## src/rtl/traffic_conflict_monitor.sv

```systemverilog
// ---------------------------------------------------------------------------
// traffic_conflict_monitor
//
// Independent safety monitor on the receive side of the signal-head bus of
// traffic_controller_fsm. It sits between the controller and the lamp drivers.
// Each clock it decodes the four ASCII light codes, state_out and
// violation_warning, checks the phase-safety rules, latches the first fault
// and asks the lamp drivers for a forced all-flash. It also counts
// NORMAL->VIOLATION events.
//
// Pipeline:
//   stage 1 (edge N)   : register every input and decode the light codes
//                        (road_state is valid after edge N)
//   stage 2 (edge N+1) : evaluate the rules on stage-1 data against the
//                        previous stage-1 data and update the monitor FSM
//                        (fault / fault_code are valid after edge N+1)
//
// Ports:
//   clk                 in   clock
//   reset               in   asynchronous, active-high reset
//   R1_light..R4_light  in   24-bit ASCII light code per road
//   state_out           in   controller state (0 = controller restart state)
//   violation_warning   in   72-bit ASCII "VIOLATION" / "NORMAL"
//   night_mode          in   night flash active, excuses transition rules
//   preempt             in   OR of ambulance requests, excuses transition rules
//   clear_req           in   single-cycle fault-clear request
//   fault               out  fault latched
//   fault_code          out  0 NONE, 1 CONFLICT, 2 INVALID, 3 SKIP_YELLOW,
//                            4 SHORT_YELLOW
//   flash_req           out  force all-flash request to the lamp drivers
//   road_state          out  3 bits per road, R1 in [2:0]:
//                            0 RED, 1 YEL, 2 GRN, 3 DARK, 4 INV
//   viol_count          out  saturating count of NORMAL->VIOLATION edges
//   mon_state           out  monitor FSM state: 0 ARMED, 1 FAULT, 2 RECOVER
// ---------------------------------------------------------------------------
module traffic_conflict_monitor #(
    parameter logic [31:0] MIN_YELLOW = 32'd3000000,
    parameter int          CNT_W      = 16
) (
    input  logic             clk,
    input  logic             reset,
    input  logic [23:0]      R1_light,
    input  logic [23:0]      R2_light,
    input  logic [23:0]      R3_light,
    input  logic [23:0]      R4_light,
    input  logic [3:0]       state_out,
    input  logic [71:0]      violation_warning,
    input  logic             night_mode,
    input  logic             preempt,
    input  logic             clear_req,
    output logic             fault,
    output logic [2:0]       fault_code,
    output logic             flash_req,
    output logic [11:0]      road_state,
    output logic [CNT_W-1:0] viol_count,
    output logic [1:0]       mon_state
);

    typedef enum logic [2:0] {
        LT_RED  = 3'd0,
        LT_YEL  = 3'd1,
        LT_GRN  = 3'd2,
        LT_DARK = 3'd3,
        LT_INV  = 3'd4
    } light_t;

    typedef enum logic [1:0] {
        MON_ARMED   = 2'd0,
        MON_FAULT   = 2'd1,
        MON_RECOVER = 2'd2
    } mon_t;

    localparam logic [2:0] CODE_NONE     = 3'd0;
    localparam logic [2:0] CODE_CONFLICT = 3'd1;
    localparam logic [2:0] CODE_INVALID  = 3'd2;
    localparam logic [2:0] CODE_SKIP_YEL = 3'd3;
    localparam logic [2:0] CODE_SHORT_YEL = 3'd4;

    localparam logic [71:0] VW_VIOLATION = 72'h56494F4C4154494F4E;
    localparam logic [71:0] VW_NORMAL    = 72'h00_0000_4E4F524D414C;

    function automatic light_t decode_light(input logic [23:0] code);
        light_t res;
        case (code)
            24'h000052: res = LT_RED;
            24'h000059: res = LT_YEL;
            24'h000047: res = LT_GRN;
            24'h000000: res = LT_DARK;
            default:    res = LT_INV;
        endcase
        return res;
    endfunction

    // -----------------------------------------------------------------------
    // Stage 1: registered inputs and decoded light codes
    // -----------------------------------------------------------------------
    logic [23:0] light_in [4];
    assign light_in[0] = R1_light;
    assign light_in[1] = R2_light;
    assign light_in[2] = R3_light;
    assign light_in[3] = R4_light;

    light_t      light_q [4];
    logic [3:0]  state_out_q;
    logic        vw_viol_q;
    logic        vw_norm_q;
    logic        night_q;
    logic        preempt_q;
    logic        clear_q;
    // Stage-1 registers hold real bus data (not reset values) once this is set.
    logic        s1_valid_q;

    always_ff @(posedge clk or posedge reset) begin
        if (reset) begin
            for (int i = 0; i < 4; i++) light_q[i] <= LT_RED;
            state_out_q <= 4'd0;
            vw_viol_q   <= 1'b0;
            vw_norm_q   <= 1'b0;
            night_q     <= 1'b0;
            preempt_q   <= 1'b0;
            clear_q     <= 1'b0;
            s1_valid_q  <= 1'b0;
        end else begin
            for (int i = 0; i < 4; i++) light_q[i] <= decode_light(light_in[i]);
            state_out_q <= state_out;
            vw_viol_q   <= (violation_warning == VW_VIOLATION);
            vw_norm_q   <= (violation_warning == VW_NORMAL);
            night_q     <= night_mode;
            preempt_q   <= preempt;
            clear_q     <= clear_req;
            s1_valid_q  <= 1'b1;
        end
    end

    assign road_state = {light_q[3], light_q[2], light_q[1], light_q[0]};

    // -----------------------------------------------------------------------
    // Stage 2 history: previous decoded lights and yellow run lengths
    // -----------------------------------------------------------------------
    light_t      prev_q [4];
    logic        prev_valid_q;
    logic [31:0] yel_cnt_q [4];
    logic        leave_recover;

    always_ff @(posedge clk or posedge reset) begin
        if (reset) begin
            for (int i = 0; i < 4; i++) begin
                prev_q[i]    <= LT_RED;
                yel_cnt_q[i] <= 32'd0;
            end
            prev_valid_q <= 1'b0;
        end else begin
            for (int i = 0; i < 4; i++) begin
                prev_q[i] <= light_q[i];
                // Counts stage-1 YEL samples, so at a YEL->RED transition the
                // value read by the rule logic is the full yellow run length.
                if (s1_valid_q && light_q[i] == LT_YEL) begin
                    if (yel_cnt_q[i] != 32'hFFFF_FFFF) begin
                        yel_cnt_q[i] <= yel_cnt_q[i] + 32'd1;
                    end
                end else begin
                    yel_cnt_q[i] <= 32'd0;
                end
            end
            // History restarts after RECOVER: the sample taken on the exit
            // edge becomes the first valid "previous" one.
            prev_valid_q <= leave_recover ? 1'b0 : s1_valid_q;
        end
    end

    // -----------------------------------------------------------------------
    // Rule evaluation
    // -----------------------------------------------------------------------
    logic [2:0] n_grn;
    logic       any_inv;
    logic       hit_conflict;
    logic       hit_invalid;
    logic       hit_skip;
    logic       hit_short;
    logic       hard_hit;
    logic [2:0] hard_code;
    logic [2:0] hit_code;

    always_comb begin
        n_grn    = 3'd0;
        any_inv  = 1'b0;
        hit_skip = 1'b0;
        hit_short = 1'b0;
        for (int i = 0; i < 4; i++) begin
            if (light_q[i] == LT_GRN) n_grn = n_grn + 3'd1;
            if (light_q[i] == LT_INV) any_inv = 1'b1;
            if (prev_valid_q && !preempt_q && !night_q) begin
                if (prev_q[i] == LT_GRN && light_q[i] != LT_GRN &&
                    light_q[i] != LT_YEL) begin
                    hit_skip = 1'b1;
                end
                if (prev_q[i] == LT_YEL && light_q[i] == LT_RED &&
                    yel_cnt_q[i] < MIN_YELLOW) begin
                    hit_short = 1'b1;
                end
            end
        end
        hit_conflict = s1_valid_q && (n_grn >= 3'd2);
        hit_invalid  = s1_valid_q && (any_inv || !(vw_viol_q || vw_norm_q));
        hard_hit     = hit_conflict || hit_invalid;

        // Lowest nonzero code wins when several rules fire together.
        hard_code = CODE_NONE;
        if (hit_conflict)     hard_code = CODE_CONFLICT;
        else if (hit_invalid) hard_code = CODE_INVALID;

        hit_code = hard_code;
        if (hard_code == CODE_NONE) begin
            if (hit_skip)       hit_code = CODE_SKIP_YEL;
            else if (hit_short) hit_code = CODE_SHORT_YEL;
        end
    end

    // -----------------------------------------------------------------------
    // Monitor FSM with registered outputs
    // -----------------------------------------------------------------------
    mon_t       mon_q;
    logic       fault_q;
    logic [2:0] fault_code_q;
    logic       flash_q;

    assign leave_recover = (mon_q == MON_RECOVER) && !hard_hit &&
                           s1_valid_q && (state_out_q == 4'd0);

    always_ff @(posedge clk or posedge reset) begin
        if (reset) begin
            mon_q        <= MON_ARMED;
            fault_q      <= 1'b0;
            fault_code_q <= CODE_NONE;
            flash_q      <= 1'b0;
        end else begin
            case (mon_q)
                MON_ARMED: begin
                    if (hit_code != CODE_NONE) begin
                        mon_q        <= MON_FAULT;
                        fault_q      <= 1'b1;
                        fault_code_q <= hit_code;
                        flash_q      <= 1'b1;
                    end
                end
                MON_FAULT: begin
                    // First fault code is held; a clear is refused while the
                    // bus still shows a conflict or an invalid code.
                    if (clear_q && !hard_hit) begin
                        mon_q        <= MON_RECOVER;
                        fault_q      <= 1'b0;
                        fault_code_q <= CODE_NONE;
                    end
                end
                MON_RECOVER: begin
                    if (hard_hit) begin
                        mon_q        <= MON_FAULT;
                        fault_q      <= 1'b1;
                        fault_code_q <= hard_code;
                        flash_q      <= 1'b1;
                    end else if (leave_recover) begin
                        mon_q   <= MON_ARMED;
                        flash_q <= 1'b0;
                    end
                end
                default: begin
                    mon_q        <= MON_ARMED;
                    fault_q      <= 1'b0;
                    fault_code_q <= CODE_NONE;
                    flash_q      <= 1'b0;
                end
            endcase
        end
    end

    assign fault      = fault_q;
    assign fault_code = fault_code_q;
    assign flash_req  = flash_q;
    assign mon_state  = mon_q;

    // -----------------------------------------------------------------------
    // Violation event counter (independent of the monitor state)
    // -----------------------------------------------------------------------
    logic             prev_norm_q;
    logic [CNT_W-1:0] viol_cnt_q;

    always_ff @(posedge clk or posedge reset) begin
        if (reset) begin
            prev_norm_q <= 1'b0;
            viol_cnt_q  <= '0;
        end else begin
            prev_norm_q <= vw_norm_q;
            if (prev_norm_q && vw_viol_q && (viol_cnt_q != {CNT_W{1'b1}})) begin
                viol_cnt_q <= viol_cnt_q + CNT_W'(1);
            end
        end
    end

    assign viol_count = viol_cnt_q;

endmodule

```

## config.mk

```make
export PLATFORM = sky130hd
export DESIGN_NAME = traffic_conflict_monitor
export DESIGN_NICKNAME = d
export VERILOG_FILES = /design/src/rtl/traffic_conflict_monitor.sv
export SDC_FILE = /design/constraint.sdc
export NUM_CORES = 1
export LEC_CHECK = 0
export ABC_AREA = 1
export BUFFER_PORTS_ARGS = -buffer_cell sky130_fd_sc_hd__buf_2
export CORE_ASPECT_RATIO = 0.5
export CORE_UTILIZATION = 40
export CTS_CLUSTER_DIAMETER = 60
export DETAILED_ROUTE_END_ITERATION = 12
export PLACE_DENSITY = 0.67
export SYNTH_ARGS = -nofsm -noshare
export SYNTH_HDL_FRONTEND = slang
export SYNTH_SLANG_ARGS = --single-unit
```

## constraint.sdc

```tcl
create_clock -name clk -period 18 [get_ports clk]
set_clock_uncertainty 0.1 [all_clocks]
set_input_delay 3.6 -clock clk [delete_from_list [all_inputs] [get_ports clk]]
set_output_delay 3.6 -clock clk [all_outputs]
set_load 0.005 [all_outputs]
```

* Word-level counts from Yosys, hierarchy flattened
Cells that the tools add are included.
** Operators by class
- Add/sub/neg operators :: 8
- Magnitude comparators :: 5
- Eq/ne operators :: 57
- Mux-type cells :: 58
- Bitwise operators :: 1
- Reductions and logical operators :: 52
** Operator list (number)
- $eq A24 B7 Y1 const B :: 12
- $mux W32 :: 8
- $add A32 B1 Y32 const B :: 4
- $lt A32 B22 Y1 const B :: 4
- $ne A32 B32 Y1 const B :: 4
- $logic_not A24 Y1 :: 4
- $eq A72 B47 Y1 const B :: 1
- $eq A72 B71 Y1 const B :: 1
- $pmux W3 S4 :: 4
- $logic_and A1 B1 Y1 :: 30
- $mux W1 :: 27
- $mux W3 :: 9
- $eq A3 B1 Y1 const B :: 8
- $eq A3 B2 Y1 const B :: 8
- $add A16 B1 Y16 const B :: 1
- $ne A16 B16 Y1 const B :: 1
- $logic_not A3 Y1 :: 5
- $eq A3 B3 Y1 const B :: 4
- $mux W2 :: 6
- $ne A3 B1 Y1 const B :: 4
- $ne A3 B2 Y1 const B :: 4
- $add A3 B1 Y3 const B :: 3
- $pmux W3 S3 :: 1
- $reduce_and A3 Y1 :: 3
- other kinds (14) :: 25
** Storage, ports and cells
- Register bits :: 187
- Input bits :: 177

* Depth between registers and ports, before layout
- Depth in word-level cells :: 18
- Depth in mapped cells :: 22
- Mapped depth without buffers :: 22

* Least setup slack after synthesis
Ideal clock, no wire load.
- Kind :: input-to-reg
- From :: input port R4_light[13]
- To :: register light_q (netlist bit road_state[11])
- Data arrival time :: 4.393 ns
- Setup slack :: 13.375 ns
- Stages :: 7
- Path buffers :: 0
- Path through :: nor2_1 > nor3b_1 > nand3_1 > nor4_1 > nand3_1 > o21ai_0 > nor2_1
** Between the ends
- Longest elaborated chain between the ends :: 2
** RTL lines
- from (decl) :: RTL line 45 : input logic [23:0] R4_light,
- $eq A24 B7 Y1 / $logic_not A24 Y1 (equally long branches) :: RTL line 84 : case (code)
- $pmux W3 S4 (*) :: RTL line 84
- to (decl) :: RTL line 103 : light_t light_q [4];
Every way passes the cells marked *; elsewhere a longest branch is shown, timed or not.
A chain may end at the register's enable or synchronous reset.

* Worst setup path after layout
- From :: register light_q (netlist bit road_state[2])
- To :: output port road_state[2]
** RTL lines
- to (decl) :: RTL line 54 : output logic [11:0] road_state,
No word-level cell between the ends.

==> flow_results.org <==
** STA
- Number of endpoints with negative hold slack in the final report :: 0
- Post-layout worst setup margin :: 13.16 ns
- The max-slew violation total from the final report is 0.
- Setup repair after global routing left no endpoint under its margin.
- Final setup fails :: 0
- Worst Hold Margin :: approximately 0.35 ns
- Final-layout setup total negative slack :: 0 ns
- Normalized max-slew margin :: 39.17%
- Static timing analysis puts the maximum clock frequency at between 200 and 250 MHz.
- Dividing the final minimum period by the clock period gives between 20% and 30%.
- Crit path time final :: 4.838 ns
- Slew at the pin with the worst max-slew slack :: 0.9124 ns

** Synth
- Yosys attributes the largest share of cell area to sky130_fd_sc_hd__dfrtp_1 (41%), sky130_fd_sc_hd__nand2_1 (10%), sky130_fd_sc_hd__nor2_1 (7.8%).
- Cell area after synthesis :: 0.01137 mm2
- Portion of synthesized cell area occupied by the leading cell type :: just over 40%
- For this run, the number of Yosys warnings is 0.
- Share of synthesized flip-flops with an asynchronous set or reset :: 100.0%
- Synthesis produced a netlist with a net count of roughly 1700.
- Count of flip-flops with a built-in enable after synthesis :: 0
- Among all flip-flop cells after synthesis, the most frequent one is sky130_fd_sc_hd__dfrtp_1.
- By instance count, the leading cell after synthesis is sky130_fd_sc_hd__nand2_1.
- Cell type with the largest total area after synthesis :: sky130_fd_sc_hd__dfrtp_1
- After synthesis, the most frequently instantiated cells are sky130_fd_sc_hd__nand2_1 (302), sky130_fd_sc_hd__nor2_1 (235), sky130_fd_sc_hd__inv_1 (197), sky130_fd_sc_hd__dfrtp_1 (187), sky130_fd_sc_hd__nand3_1 (110).
- Gate count of the mapped netlist :: ~1600
- Flops & latches, synth :: about 190
- Sequential elements use about two fifths of the synthesized area.
- Yosys cell types :: between 50 and 60
- Avg Inst Size Synth :: between 7 and 8 um2

** Place
- At the end of routability-driven placement, the weighted congestion stood at 0.9310.
- Placed wire-length estimate :: around 23 mm
- Timing analysis after detailed placement gives a worst setup slack of around 13 ns.
- Count of buffers from port buffering :: 211

** Final layout
- Storage cell area :: approximately 0.0047 mm2
- The post-route netlist has between 10% and 20% of its cells at a drive strength greater than 1.
- Combined area of the multi-input logic cells :: approximately 0.0058 mm2
- Synthesis-to-layout area growth :: 18.41%
- Once layout is complete, the utilization of the core stands at 48.41%.
- The number of antenna diodes in the final layout is 0.
- Count of filler cells inserted in the layout :: about 2800
- Final nets :: slightly below 2000

** Die
- The die covers slightly below 0.03 mm2.
- Top-level port count :: about 210
- Die extent in x :: 240.5 um
- Core region area :: between 0.02 and 0.03 mm2
- The floorplan step set the die height to 121.2 um.
- Once the floorplan was initialized, standard cells occupied around two fifths of the core.
- The floorplan has between 40 and 50 rows.

** CTS
- Count of cells resized by post-cts repair :: 0
- Number of setup buffers added after CTS :: 0
- TritonCTS built the clock tree.
- After clock tree synthesis, the clock-pin slew on the worst setup and hold paths is 0.07 ns.
- Cts bufs inserted :: 17
- The clock reaches the later pin of the worst-skew pair after ~0.46 ns.
- Number of clock sinks :: ~190
- Clock Root Buffer :: sky130_fd_sc_hd__clkbuf_16
- Number of buffers on the longest clock path :: 2
- H-Tree Level Count :: 4
- Hold-fix buffers, CTS :: 0

** Pwr
- In this run the power density over the cells is 65.32 mW/mm2.
- Summed over all cells, the static leakage comes to between 0.006 and 0.007 uW.
- Overall power of the completed layout :: just under 900 uW
- Peak supply drop :: 0.00007040 V

** Detailed routing
- After the first detailed-routing iteration, the DRC count stood at approximately 1000.
- In the routed layout, each cell is associated on average with a via count of between 5 and 6.
- Number of remaining DRC errors :: 0
- Antenna Violating Nets Remaining :: 0
- Number of vias after detailed routing :: roughly 11000
- The final layout contains routed wiring with a total length of roughly 30 mm.
- Before antenna repair, the detailed router went through 6 iterations.
- Routed WL per cell :: 14.05 um

** Setup path
- In this run the worst path has a maximum fanout of 5.
- The largest single stage delay on the critical path is roughly 0.52 ns.
- Crit path arrival time :: ~1.1 ns
- STA classifies the critical path endpoint as an output port.
- Crit path launch type :: register
- Walking the worst path, the cells encountered are buf_2.
- Category of cells accounting for the largest share of critical-path delay :: flip-flops
- Cell with the biggest individual delay on the critical path :: sky130_fd_sc_hd__dfrtp_1
- Type of the setup path with the least slack :: reg2out
- Buffering stage count on the worst path with inverters included :: 1
- At the worst endpoint, the required time is between 10 and 15 ns.

** Job
- Across the run, the number of max-cap violations was 0.

** Global route
- First-pass GRT wire length :: around 51 mm
- The via count of the first global-routing pass was roughly 11000.
- Entering global routing, the biggest net connects between 100 and 150 pins.
- GRT Residual Overflow :: 0
- The initial antenna violation count was 0.
- Overall global routing resource usage :: a little over a fifth

** Worst hold path
- Hold WC Path Type :: reg2reg

** Run status
- Status :: completed
## registers in the layout, summed over array words and instances (netlist names), 2 cells and up
name         cells
yel_cnt_q      128
fault_code       3
road_state      12
prev_q          12
state_out_q      4
mon_state        2
viol_count      16
## layout by cell type, fill, tap and decap left out, drive strengths merged
master,instances
inv,205
o31ai,8
clkinv,3
and2,5
nor2,249
o41ai,1
nor3b,8
o211a,4
dfrtp,187
a21oi,36
a211oi,4
or3,1
bufinv,2
o21ai,94
clkbuf,26
o21bai,1
o22ai,1
nand3b,3
nand2,310
and3,3
nand3,115
nor3,87
a31oi,16
xor2,30
or2,9
conb,1
ha,8
o21a,3
clkinvlp,1
nor4b,1
nor4,57
buf,215
a2111oi,1
a21boi,1
xnor2,18
nand4,70
## final timing paths
kind                       cells after the start             end     startpoint  slack, ns
hold / removal                                 0       prev_q[3]  road_state[6]       0.35
setup / recovery                               1   road_state[2]  road_state[2]      13.16
max in group asynchronous                      3   road_state[4]          reset      13.19
setup reg to reg                              15   fault_code[2]  road_state[2]      15.17
min in group asynchronous                      2  yel_cnt_q[106]          reset       3.20
hold reg to reg                                0       prev_q[3]  road_state[6]       0.35
## report_power, final
part	leakage [uW]	switching, uW	internal [uW]
registers	0.00254	3.64	426
logic	0.00343	35.7	26.9
clock network	0.000293	161	226
total	0.00626	200	679
## layout make-up
type	count	area share [%]
repair buffers	215	8.065
multi-input cells	1145	43.37
flip-flops and latches	187	34.75
well taps	382	3.550
inverters	206	5.798
clock inverters	5	0.6040
clock buffers	26	3.856
## through the flow
stage	std cells	instance area, um2
finish	2166	13470
global route	2166	13470
CTS	2166	13470
detailed placement	2135	12860
global placement	2135	12860
floorplan	1555	11370
## routing by layer
metal  routed length [um]  global-route usage, %  vias to the layer above
met5                    0                      0                        -
met4                  641                  7.763                        0
met3                 1147                  3.662                       48
met2                14630                  37.70                      298
met1                14010                  28.00                     5176
li1                     -                      -                     5643
## cell families (layout without fill, tap and decap cells)
logic type	Yosys count	count (layout)	synth area share (%)
xor+xnor	48	48	3.697
fa+ha+maj	8	8	0.8802
compound gates	170	170	8.384
other cells	1	1	0.03298
simple gates	918	918	38.37
flops	187	187	41.15
buf+inv	223	452	7.493
Power figures use the tool's default switching activity.
